$ cat src/rtl/washer_ctrl_param.sv
// Wash-machine sequencer with internal per-phase timers, selectable rinse passes,
// door pause/resume and an abort path that forces a drain before returning to idle.
module washer_ctrl_param #(
    parameter int T_FILL  = 4,
    parameter int T_WASH  = 6,
    parameter int T_DRAIN = 3,
    parameter int T_RINSE = 5,
    parameter int T_SPIN  = 8,
    parameter int TW      = 16,
    parameter int RINSE_W = 2
) (
    input  logic               clk,
    input  logic               reset,
    input  logic               start,
    input  logic               door,
    input  logic               abort,
    input  logic [RINSE_W-1:0] rinses,
    output logic               water,
    output logic               agitator,
    output logic               pump,
    output logic               motor,
    output logic               speed,
    output logic               hold,
    output logic               busy,
    output logic               done,
    output logic [2:0]         state
);

    typedef enum logic [2:0] {
        IDLE   = 3'd0,
        FILL1  = 3'd1,
        WASH   = 3'd2,
        DRAIN1 = 3'd3,
        FILL2  = 3'd4,
        RINSE  = 3'd5,
        DRAIN2 = 3'd6,
        SPIN   = 3'd7
    } state_t;

    state_t             state_q, state_d;
    logic [TW-1:0]      timer_q, timer_d;
    logic [RINSE_W-1:0] rinseLeft_q, rinseLeft_d;
    logic               aborting_q, aborting_d;
    logic               hold_q, hold_d;
    logic               done_q, done_d;
    logic               water_q, agitator_q, pump_q, motor_q, speed_q, busy_q;

    function automatic logic [TW-1:0] phaseLoad(input state_t s);
        case (s)
            FILL1, FILL2:   phaseLoad = TW'(T_FILL - 1);
            WASH:           phaseLoad = TW'(T_WASH - 1);
            DRAIN1, DRAIN2: phaseLoad = TW'(T_DRAIN - 1);
            RINSE:          phaseLoad = TW'(T_RINSE - 1);
            SPIN:           phaseLoad = TW'(T_SPIN - 1);
            default:        phaseLoad = '0;
        endcase
    endfunction

    // A phase only advances when not held; it leaves on the cycle its timer reads zero.
    always_comb begin
        state_d     = state_q;
        timer_d     = timer_q;
        rinseLeft_d = rinseLeft_q;
        aborting_d  = aborting_q;
        done_d      = 1'b0;
        if (state_q == IDLE) begin
            if (start && !door) begin
                state_d     = FILL1;
                timer_d     = phaseLoad(FILL1);
                rinseLeft_d = rinses;
                aborting_d  = 1'b0;
            end
        end else if (abort && !aborting_q) begin
            state_d     = DRAIN2;
            timer_d     = phaseLoad(DRAIN2);
            rinseLeft_d = '0;
            aborting_d  = 1'b1;
        end else if (!hold_q) begin
            if (timer_q != '0) begin
                timer_d = timer_q - TW'(1);
            end else begin
                case (state_q)
                    FILL1:  state_d = WASH;
                    WASH:   state_d = DRAIN1;
                    FILL2:  state_d = RINSE;
                    RINSE:  state_d = DRAIN2;
                    DRAIN1, DRAIN2: begin
                        if (aborting_q) begin
                            state_d    = IDLE;
                            aborting_d = 1'b0;
                        end else if (rinseLeft_q != '0) begin
                            state_d     = FILL2;
                            rinseLeft_d = rinseLeft_q - RINSE_W'(1);
                        end else begin
                            state_d = SPIN;
                        end
                    end
                    SPIN: begin
                        state_d = IDLE;
                        done_d  = 1'b1;
                    end
                    default: state_d = IDLE;
                endcase
                timer_d = phaseLoad(state_d);
            end
        end
        hold_d = door && (state_q != IDLE) && (state_d != IDLE) && !aborting_d;
    end

    // Drive outputs are decoded from the next state so they line up with the state register.
    always_ff @(posedge clk) begin
        if (!reset) begin
            state_q     <= IDLE;
            timer_q     <= '0;
            rinseLeft_q <= '0;
            aborting_q  <= 1'b0;
            hold_q      <= 1'b0;
            done_q      <= 1'b0;
            water_q     <= 1'b0;
            agitator_q  <= 1'b0;
            pump_q      <= 1'b0;
            motor_q     <= 1'b0;
            speed_q     <= 1'b0;
            busy_q      <= 1'b0;
        end else begin
            state_q     <= state_d;
            timer_q     <= timer_d;
            rinseLeft_q <= rinseLeft_d;
            aborting_q  <= aborting_d;
            hold_q      <= hold_d;
            done_q      <= done_d;
            water_q     <= !hold_d && (state_d == FILL1 || state_d == FILL2);
            agitator_q  <= !hold_d && (state_d == WASH || state_d == RINSE);
            pump_q      <= !hold_d && (state_d == DRAIN1 || state_d == DRAIN2 || state_d == SPIN);
            motor_q     <= !hold_d && (state_d == SPIN);
            speed_q     <= !hold_d && (state_d == SPIN);
            busy_q      <= (state_d != IDLE);
        end
    end

    assign water    = water_q;
    assign agitator = agitator_q;
    assign pump     = pump_q;
    assign motor    = motor_q;
    assign speed    = speed_q;
    assign hold     = hold_q;
    assign busy     = busy_q;
    assign done     = done_q;
    assign state    = state_q;

endmodule

$ cat config.mk
export PLATFORM = sky130hd
export DESIGN_NAME = washer_ctrl_param
export DESIGN_NICKNAME = d
export VERILOG_FILES = /design/src/rtl/washer_ctrl_param.sv
export SDC_FILE = /design/constraint.sdc
export NUM_CORES = 1
export LEC_CHECK = 0
export ABC_AREA = 0
export ABC_CLOCK_PERIOD_IN_PS = 3000
export CAP_MARGIN = 30
export CORE_MARGIN = 4
export CORE_UTILIZATION = 55
export DETAILED_ROUTE_END_ITERATION = 10
export GPL_ROUTABILITY_DRIVEN = 0
export PLACE_DENSITY = 0.78
export SYNTH_ARGS = -nofsm -noshare
export SYNTH_HDL_FRONTEND = slang
export SYNTH_SLANG_ARGS = --single-unit
$ cat constraint.sdc
create_clock -name clk -period 3 [get_ports clk]
set_input_delay 0.3 -clock clk [delete_from_list [all_inputs] [get_ports clk]]
set_output_delay 0.3 -clock clk [all_outputs]
set_load 0.02 [all_outputs]
* Word-level counts from Yosys, hierarchy flattened
Cells that the tools add are included.
** Word-level totals
- Bits in registers :: 29
- Input bits :: 7
- Output and inout port bits :: 11
- Logic and storage cells :: 102
** Cells by class
- Add/subtract/negate cells :: 2
- Equal/unequal tests :: 25
- Mux-type cells :: 33
- Bitwise gates (word level) :: 1
- Reductions and logical operators :: 30
** Operators with widths (number)
- two-way mux 16 bit :: 5
- == test 3 bit (second input constant) :: 12
- two-way mux 3 bit :: 10
- one-hot mux 3 bit (5 select lines) :: 2
- == test 3 x 2 -> 1 bit (second input constant) :: 6
- two-way mux 2 bit :: 9
- nonzero test 16 bit :: 1
- subtractor 16 x 1 -> 16 bit (second input constant) :: 1
- nonzero test 3 bit :: 4
- == test 3 x 1 -> 1 bit (second input constant) :: 3
- logical AND 1 bit :: 9
- two-way mux 1 bit :: 7
- != test 3 x 1 -> 1 bit (second input constant) :: 2
- AND reduction 6 bit :: 1
- OR reduction 2 bit :: 3
- OR reduction 5 bit :: 1
- zero test 1 bit :: 4
- logical OR 1 bit :: 4
- zero test 3 bit :: 1
- != test 3 bit (second input constant) :: 1
- != test 2 x 1 -> 1 bit (second input constant) :: 1
- AND reduction 2 bit :: 1
- nonzero test 2 bit :: 1
- subtractor 2 x 1 -> 2 bit (second input constant) :: 1
- inverter 1 bit :: 1

* Logic depth before layout (Yosys ltp)
- Depth after elaboration :: 17
- Depth in mapped cells :: 9
- Gate-level depth less buffers :: 8

* Worst setup path after synthesis
OpenSTA, ideal clock, no wires.
- Path kind :: register -> register
- From :: register timer_q[6]
- To :: register hold_q (netlist: hold)
- Library setup time :: 122 ps
- Data arrival time :: 2298 ps
- Required time :: 2878 ps
- Path slack :: 580 ps
- Stages on the path, launching flop included :: 8
- Buffers on the path :: 1
- Clock period less this slack :: 2420 ps
- Path through :: dfxtp_1 -> or4_4 -> or3_1 -> buf_6 -> o31a_1 -> a211oi_4 -> inv_2 -> o311a_1
** Between the ends
- Longest elaborated chain between the ends :: 8
- Elaborated cells between the ends (all ways) :: 13
- Classes of those cells :: 8 x mux; 5 x reduce/logical
** RTL lines
- start: declaration :: RTL line 41 : logic [TW-1:0] timer_q, timer_d;
- start signal: assignment :: RTL line 127 : timer_q <= timer_d;
- nonzero test 16 bit * :: RTL line 79 : if (timer_q != '0) begin
- two-way mux 3 bit :: RTL line 79
- two-way mux 3 bit :: RTL line 78 : end else if (!hold_q) begin
- two-way mux 3 bit :: RTL line 73 : end else if (abort && !aborting_q) begin
- two-way mux 3 bit :: RTL line 66 : if (state_q == IDLE) begin
- nonzero test 3 bit :: RTL line 107 : hold_d = door && (state_q != IDLE) && (state_d != IDLE) && !aborting_d;
- logical AND 1 bit :: RTL line 107
- logical AND 1 bit * :: RTL line 107
- end signal: assignment :: RTL line 130 : hold_q <= hold_d;
- end: declaration :: RTL line 44 : logic hold_q, hold_d;
Mark *: on every way between the ends. The rest lies on a longest branch, timed or not.
A chain may end at the register's enable or synchronous reset.

* Worst setup path in the final report
Same ends and word-level chain as after synthesis.

==> flow_summary.html <==
<table>
<tr><th>Metric</th><th>Value</th></tr>
<tr><th colspan="2">STA</th></tr>
<tr><td>Fin crit period</td><td>2600 ps</td></tr>
<tr><td>Final Cycle Share</td><td>86.8%</td></tr>
<tr><td>Worst Tran Pin Value</td><td>582 ps</td></tr>
<tr><td>Total count of max-transition violations in the final report</td><td>0</td></tr>
<tr><td>Tightest slew margin relative to the limit</td><td>60.9%</td></tr>
<tr><td>Peak Freq</td><td>0.384 GHz</td></tr>
<tr><td>Final hold violation count</td><td>0</td></tr>
<tr><td>Total negative setup slack</td><td>0 ps</td></tr>
<tr><td>Maximum clock skew at final layout</td><td>6.10 ps</td></tr>
<tr><td>Final setup viols</td><td>0</td></tr>
<tr><td>RSZ-0062 raised after global routing</td><td>no</td></tr>
<tr><th colspan="2">Detailed routing</th></tr>
<tr><td>Count of nets left with antenna violations after detail routing</td><td>0</td></tr>
<tr><td>Total wire length after detailed routing</td><td>3630 um</td></tr>
<tr><td>Drt first-iter violations</td><td>144</td></tr>
<tr><td>Number of remaining DRC errors</td><td>0</td></tr>
<tr><td>Vias per cell</td><td>6.04</td></tr>
<tr><td>Router iterations before antenna repair</td><td>5</td></tr>
<tr><td>Average wire per cell in the routed design</td><td>14.7 um</td></tr>
<tr><td>Via count of the routed design</td><td>1487</td></tr>
<tr><th colspan="2">Cells and area</th></tr>
<tr><td>Diodes inserted</td><td>0</td></tr>
<tr><td>Fraction of layout cells with a size suffix above 1</td><td>6.98%</td></tr>
<tr><td>Area delta synth-&gt;final</td><td>16.1%</td></tr>
<tr><td>Count of placed standard cells in the final layout, fillers left out</td><td>246</td></tr>
<tr><td>Nets</td><td>223</td></tr>
<tr><td>Filler instances</td><td>226</td></tr>
<tr><th colspan="2">Yosys</th></tr>
<tr><td>Syn nets</td><td>207</td></tr>
<tr><td>Number of synthesized register bits</td><td>29</td></tr>
<tr><td>Top flip-flop cell by instance count after synthesis</td><td>sky130_fd_sc_hd__dfxtp_1</td></tr>
<tr><td>Fraction of the yosys area taken by sequential cells</td><td>36.4%</td></tr>
<tr><td>Number of enable flip-flop cells after synthesis</td><td>0</td></tr>
<tr><td>Number of warning messages in the yosys log</td><td>0</td></tr>
<tr><td>Share of synthesized registers carrying an async set or reset</td><td>0%</td></tr>
<tr><td>Number of distinct library cell variants in the gate-level netlist after synthesis</td><td>44</td></tr>
<tr><td>Mean instance size in the synthesized netlist</td><td>8.06 um^2</td></tr>
<tr><td>Cells after synthesis</td><td>198</td></tr>
<tr><td>Cell area after synthesis</td><td>1600 um^2</td></tr>
<tr><th colspan="2">Clocking</th></tr>
<tr><td>CTS tree</td><td>yes</td></tr>
<tr><td>Number of buffers created by CTS</td><td>5</td></tr>
<tr><td>Count of cells resized by post-cts repair</td><td>0</td></tr>
<tr><td>Total number of clock tree sinks</td><td>29</td></tr>
<tr><td>Depth of the CTS H-tree</td><td>2</td></tr>
<tr><td>CTS root buf</td><td>sky130_fd_sc_hd__clkbuf_4</td></tr>
<tr><td>Max clock buf depth</td><td>2</td></tr>
<tr><td>Cts hold-fix bufs</td><td>0</td></tr>
<tr><td>Clock-pin transition on the worst setup and hold timing paths</td><td>100 ps</td></tr>
<tr><td>Clock Latency Late Sink</td><td>330 ps</td></tr>
<tr><td>Setup repair bufs after CTS</td><td>0</td></tr>
<tr><th colspan="2">Critical path</th></tr>
<tr><td>Worst setup SP type</td><td>register</td></tr>
<tr><td>CP max stage cell</td><td>sky130_fd_sc_hd__or4_4</td></tr>
<tr><td>Arrival time reported for the critical path endpoint</td><td>2840 ps</td></tr>
<tr><td>Largest stage delay on the critical path</td><td>570 ps</td></tr>
<tr><td>Flop-to-flop setup slack</td><td>400 ps</td></tr>
<tr><td>Kind of critical path</td><td>register to register</td></tr>
<tr><td>Crit end category</td><td>register</td></tr>
<tr><td>Chain of cells forming the critical path</td><td>or4_4 &gt; or3_1 &gt; o31a_1 &gt; a211oi_4 &gt; inv_2 &gt; o311a_1</td></tr>
<tr><td>Largest driver fanout on the critical path</td><td>9</td></tr>
<tr><td>Reg-to-Reg End</td><td>hold$_SDFF_PN0_</td></tr>
<tr><td>Startpoint of the worst register-to-register path</td><td>timer_q[6]$_SDFFE_PN0P_</td></tr>
<tr><td>Cells on worst reg2reg path</td><td>6</td></tr>
<tr><td>CP required</td><td>3230 ps</td></tr>
<tr><th colspan="2">Global routing</th></tr>
<tr><td>Met2 GRT Util</td><td>34.1%</td></tr>
<tr><td>First-pass GRT wire length</td><td>6010 um</td></tr>
<tr><td>Number of global-route vias before repair</td><td>1338</td></tr>
<tr><td>Final global-route overflow total</td><td>0</td></tr>
<tr><td>GRT Util Overall</td><td>21.6%</td></tr>
<tr><td>M1 GR Usage</td><td>25.9%</td></tr>
<tr><td>Antenna violations before repair</td><td>0</td></tr>
<tr><td>Met3 Track Usage GR</td><td>8.26%</td></tr>
<tr><td>Busiest layer in global routing</td><td>met2</td></tr>
<tr><td>Maximum number of pins on one net before global-route repair</td><td>17</td></tr>
<tr><th colspan="2">Placed design</th></tr>
<tr><td>HPWL after detailed placement</td><td>2620 um</td></tr>
<tr><td>Cell count after placement</td><td>238</td></tr>
<tr><td>Quantity of I/O buffers inserted on ports</td><td>17</td></tr>
<tr><th colspan="2">Min path</th></tr>
<tr><td>Min-delay src</td><td>timer_q[3]$_SDFFE_PN0P_</td></tr>
<tr><td>Type of the tightest min-delay check</td><td>register to register</td></tr>
<tr><td>Worst Hold End</td><td>timer_q[3]$_SDFFE_PN0P_</td></tr>
<tr><td>Number of cells on the worst hold path</td><td>2</td></tr>
<tr><th colspan="2">Floorplan</th></tr>
<tr><td>I/O pins</td><td>18</td></tr>
<tr><td>Placement Rows</td><td>19</td></tr>
<tr><td>Die width</td><td>61.9 um</td></tr>
<tr><td>Die Outline Area</td><td>3830 um^2</td></tr>
<tr><td>DIE HEIGHT</td><td>61.9 um</td></tr>
<tr><td>Starting density of the core</td><td>57.9%</td></tr>
<tr><td>Area of the placeable core</td><td>2760 um^2</td></tr>
<tr><th colspan="2">Run status</th></tr>
<tr><td>Run status</td><td>finished, final reports clean</td></tr>
<tr><th colspan="2">Flow run</th></tr>
<tr><td>Number of maximum-capacitance constraint violations</td><td>0</td></tr>
</table>
[metal layers]
metal	share of wire, %	wire length, um	vias up
met3	5.2	190	13
li1	-	-	727
met4	2.5	91	0
met5	0	0	-
met1	43	1570	700
met2	49	1780	47
[layout make-up]
class,instances,area [um^2],share of cell area (%)
clock inverters,1,30.0,1.62
flip-flops and latches,29,581,31.3
clock buffers,7,55.1,2.97
multi-input cells,150,931,50.2
inverters,9,33.8,1.82
repair buffers,19,185,9.99
well taps,31,38.8,2.09
[cells in the final DEF (no fill, tap or decap), drive strengths merged, types with 4 or more instances in the layout]
| cell type | netlist | routed |
|---|---|---|
| inv | 9 | 9 |
| xnor2 | 11 | 11 |
| o21ai | 12 | 12 |
| xor2 | 5 | 5 |
| nand2b | 6 | 6 |
| clkdlybuf4s50 | 0 | 17 |
| nor3 | 11 | 11 |
| nand2 | 12 | 12 |
| nand3 | 6 | 6 |
| nor4 | 6 | 6 |
| a21oi | 13 | 13 |
| dfxtp | 29 | 29 |
| clkbuf | 6 | 7 |
| nor2b | 4 | 4 |
| nor2 | 25 | 25 |
[worst max path at each step]
stage	from	to	slack, ps	depth (start not counted)
final	timer_q[6]$_SDFFE_PN0P_	hold$_SDFF_PN0_	400	6
after global routing	timer_q[6]$_SDFFE_PN0P_	timer_q[13]$_SDFFE_PN0P_	280	6
after CTS	timer_q[6]$_SDFFE_PN0P_	hold$_SDFF_PN0_	420	6
after detailed placement	timer_q[6]$_SDFFE_PN0P_	hold$_SDFF_PN0_	430	6
after global placement	timer_q[6]$_SDFFE_PN0P_	hold$_SDFF_PN0_	500	6
after floorplan	timer_q[6]$_SDFFE_PN0P_	hold$_SDFF_PN0_	580	7
[synth_stat cells (5+ instances only)]
| cell type | n | area share [%] |
|---|---|---|
| sky130_fd_sc_hd__nand2_1 | 12 | 2.8 |
| sky130_fd_sc_hd__inv_1 | 8 | 1.9 |
| sky130_fd_sc_hd__nand3_1 | 6 | 1.9 |
| sky130_fd_sc_hd__nand2b_1 | 6 | 2.4 |
| sky130_fd_sc_hd__dfxtp_1 | 29 | 36 |
| sky130_fd_sc_hd__xnor2_1 | 11 | 6.0 |
| sky130_fd_sc_hd__nor4_1 | 6 | 2.4 |
| sky130_fd_sc_hd__clkbuf_1 | 6 | 1.4 |
| sky130_fd_sc_hd__xor2_1 | 5 | 2.7 |
| sky130_fd_sc_hd__nor3_1 | 10 | 3.1 |
| sky130_fd_sc_hd__o21ai_0 | 12 | 3.8 |
| sky130_fd_sc_hd__a21oi_1 | 13 | 4.1 |
| sky130_fd_sc_hd__nor2_1 | 25 | 5.9 |
[registers in the layout (all words and copies together) (netlist names)]
signal,flops
timer_q,16
state,3
rinseLeft_q,2
aborting_q,1
agitator,1
busy,1
done,1
hold,1
pump,1
speed,1
water,1
[logic make-up (layout without fill, tap and decap cells)]
| family | count (synthesis) | after routing | synth area share (%) |
|---|---|---|---|
| adder cells (fa/ha/maj) | 2 | 2 | 1.57 |
| AO/OA/AOI/OAI | 40 | 40 | 16.4 |
| XOR/XNOR | 16 | 16 | 8.78 |
| AND/OR/NAND/NOR | 89 | 89 | 29.6 |
| buffers and inverters | 19 | 36 | 5.33 |
| multiplexers | 3 | 3 | 1.96 |
| flip-flops | 29 | 29 | 36.4 |
[per-stage QoR]
stage	area [um^2]	utilization, %	worst slack [ps]	hold WS [ps]
6_report	1850	67.2	396	528
5_1_grt	1850	67.2	280	557
4_1_cts	1850	67.2	417	539
3_5_place_dp	1770	64.2	428	517
3_3_place_gp	1770	64.2	499	499
2_1_floorplan	1600	-	580	441
[critical path: cells and delay by family, from the launching register on]
kind,cells,cell delay (ps)
AND/OR/NAND/NOR,2,1060
flip-flops,1,360
AO/OA/AOI/OAI,3,1020
buffers and inverters,1,60
Power is not shown: default switching activity piles up to over one toggle a cycle in this logic, so the estimate is an artifact.
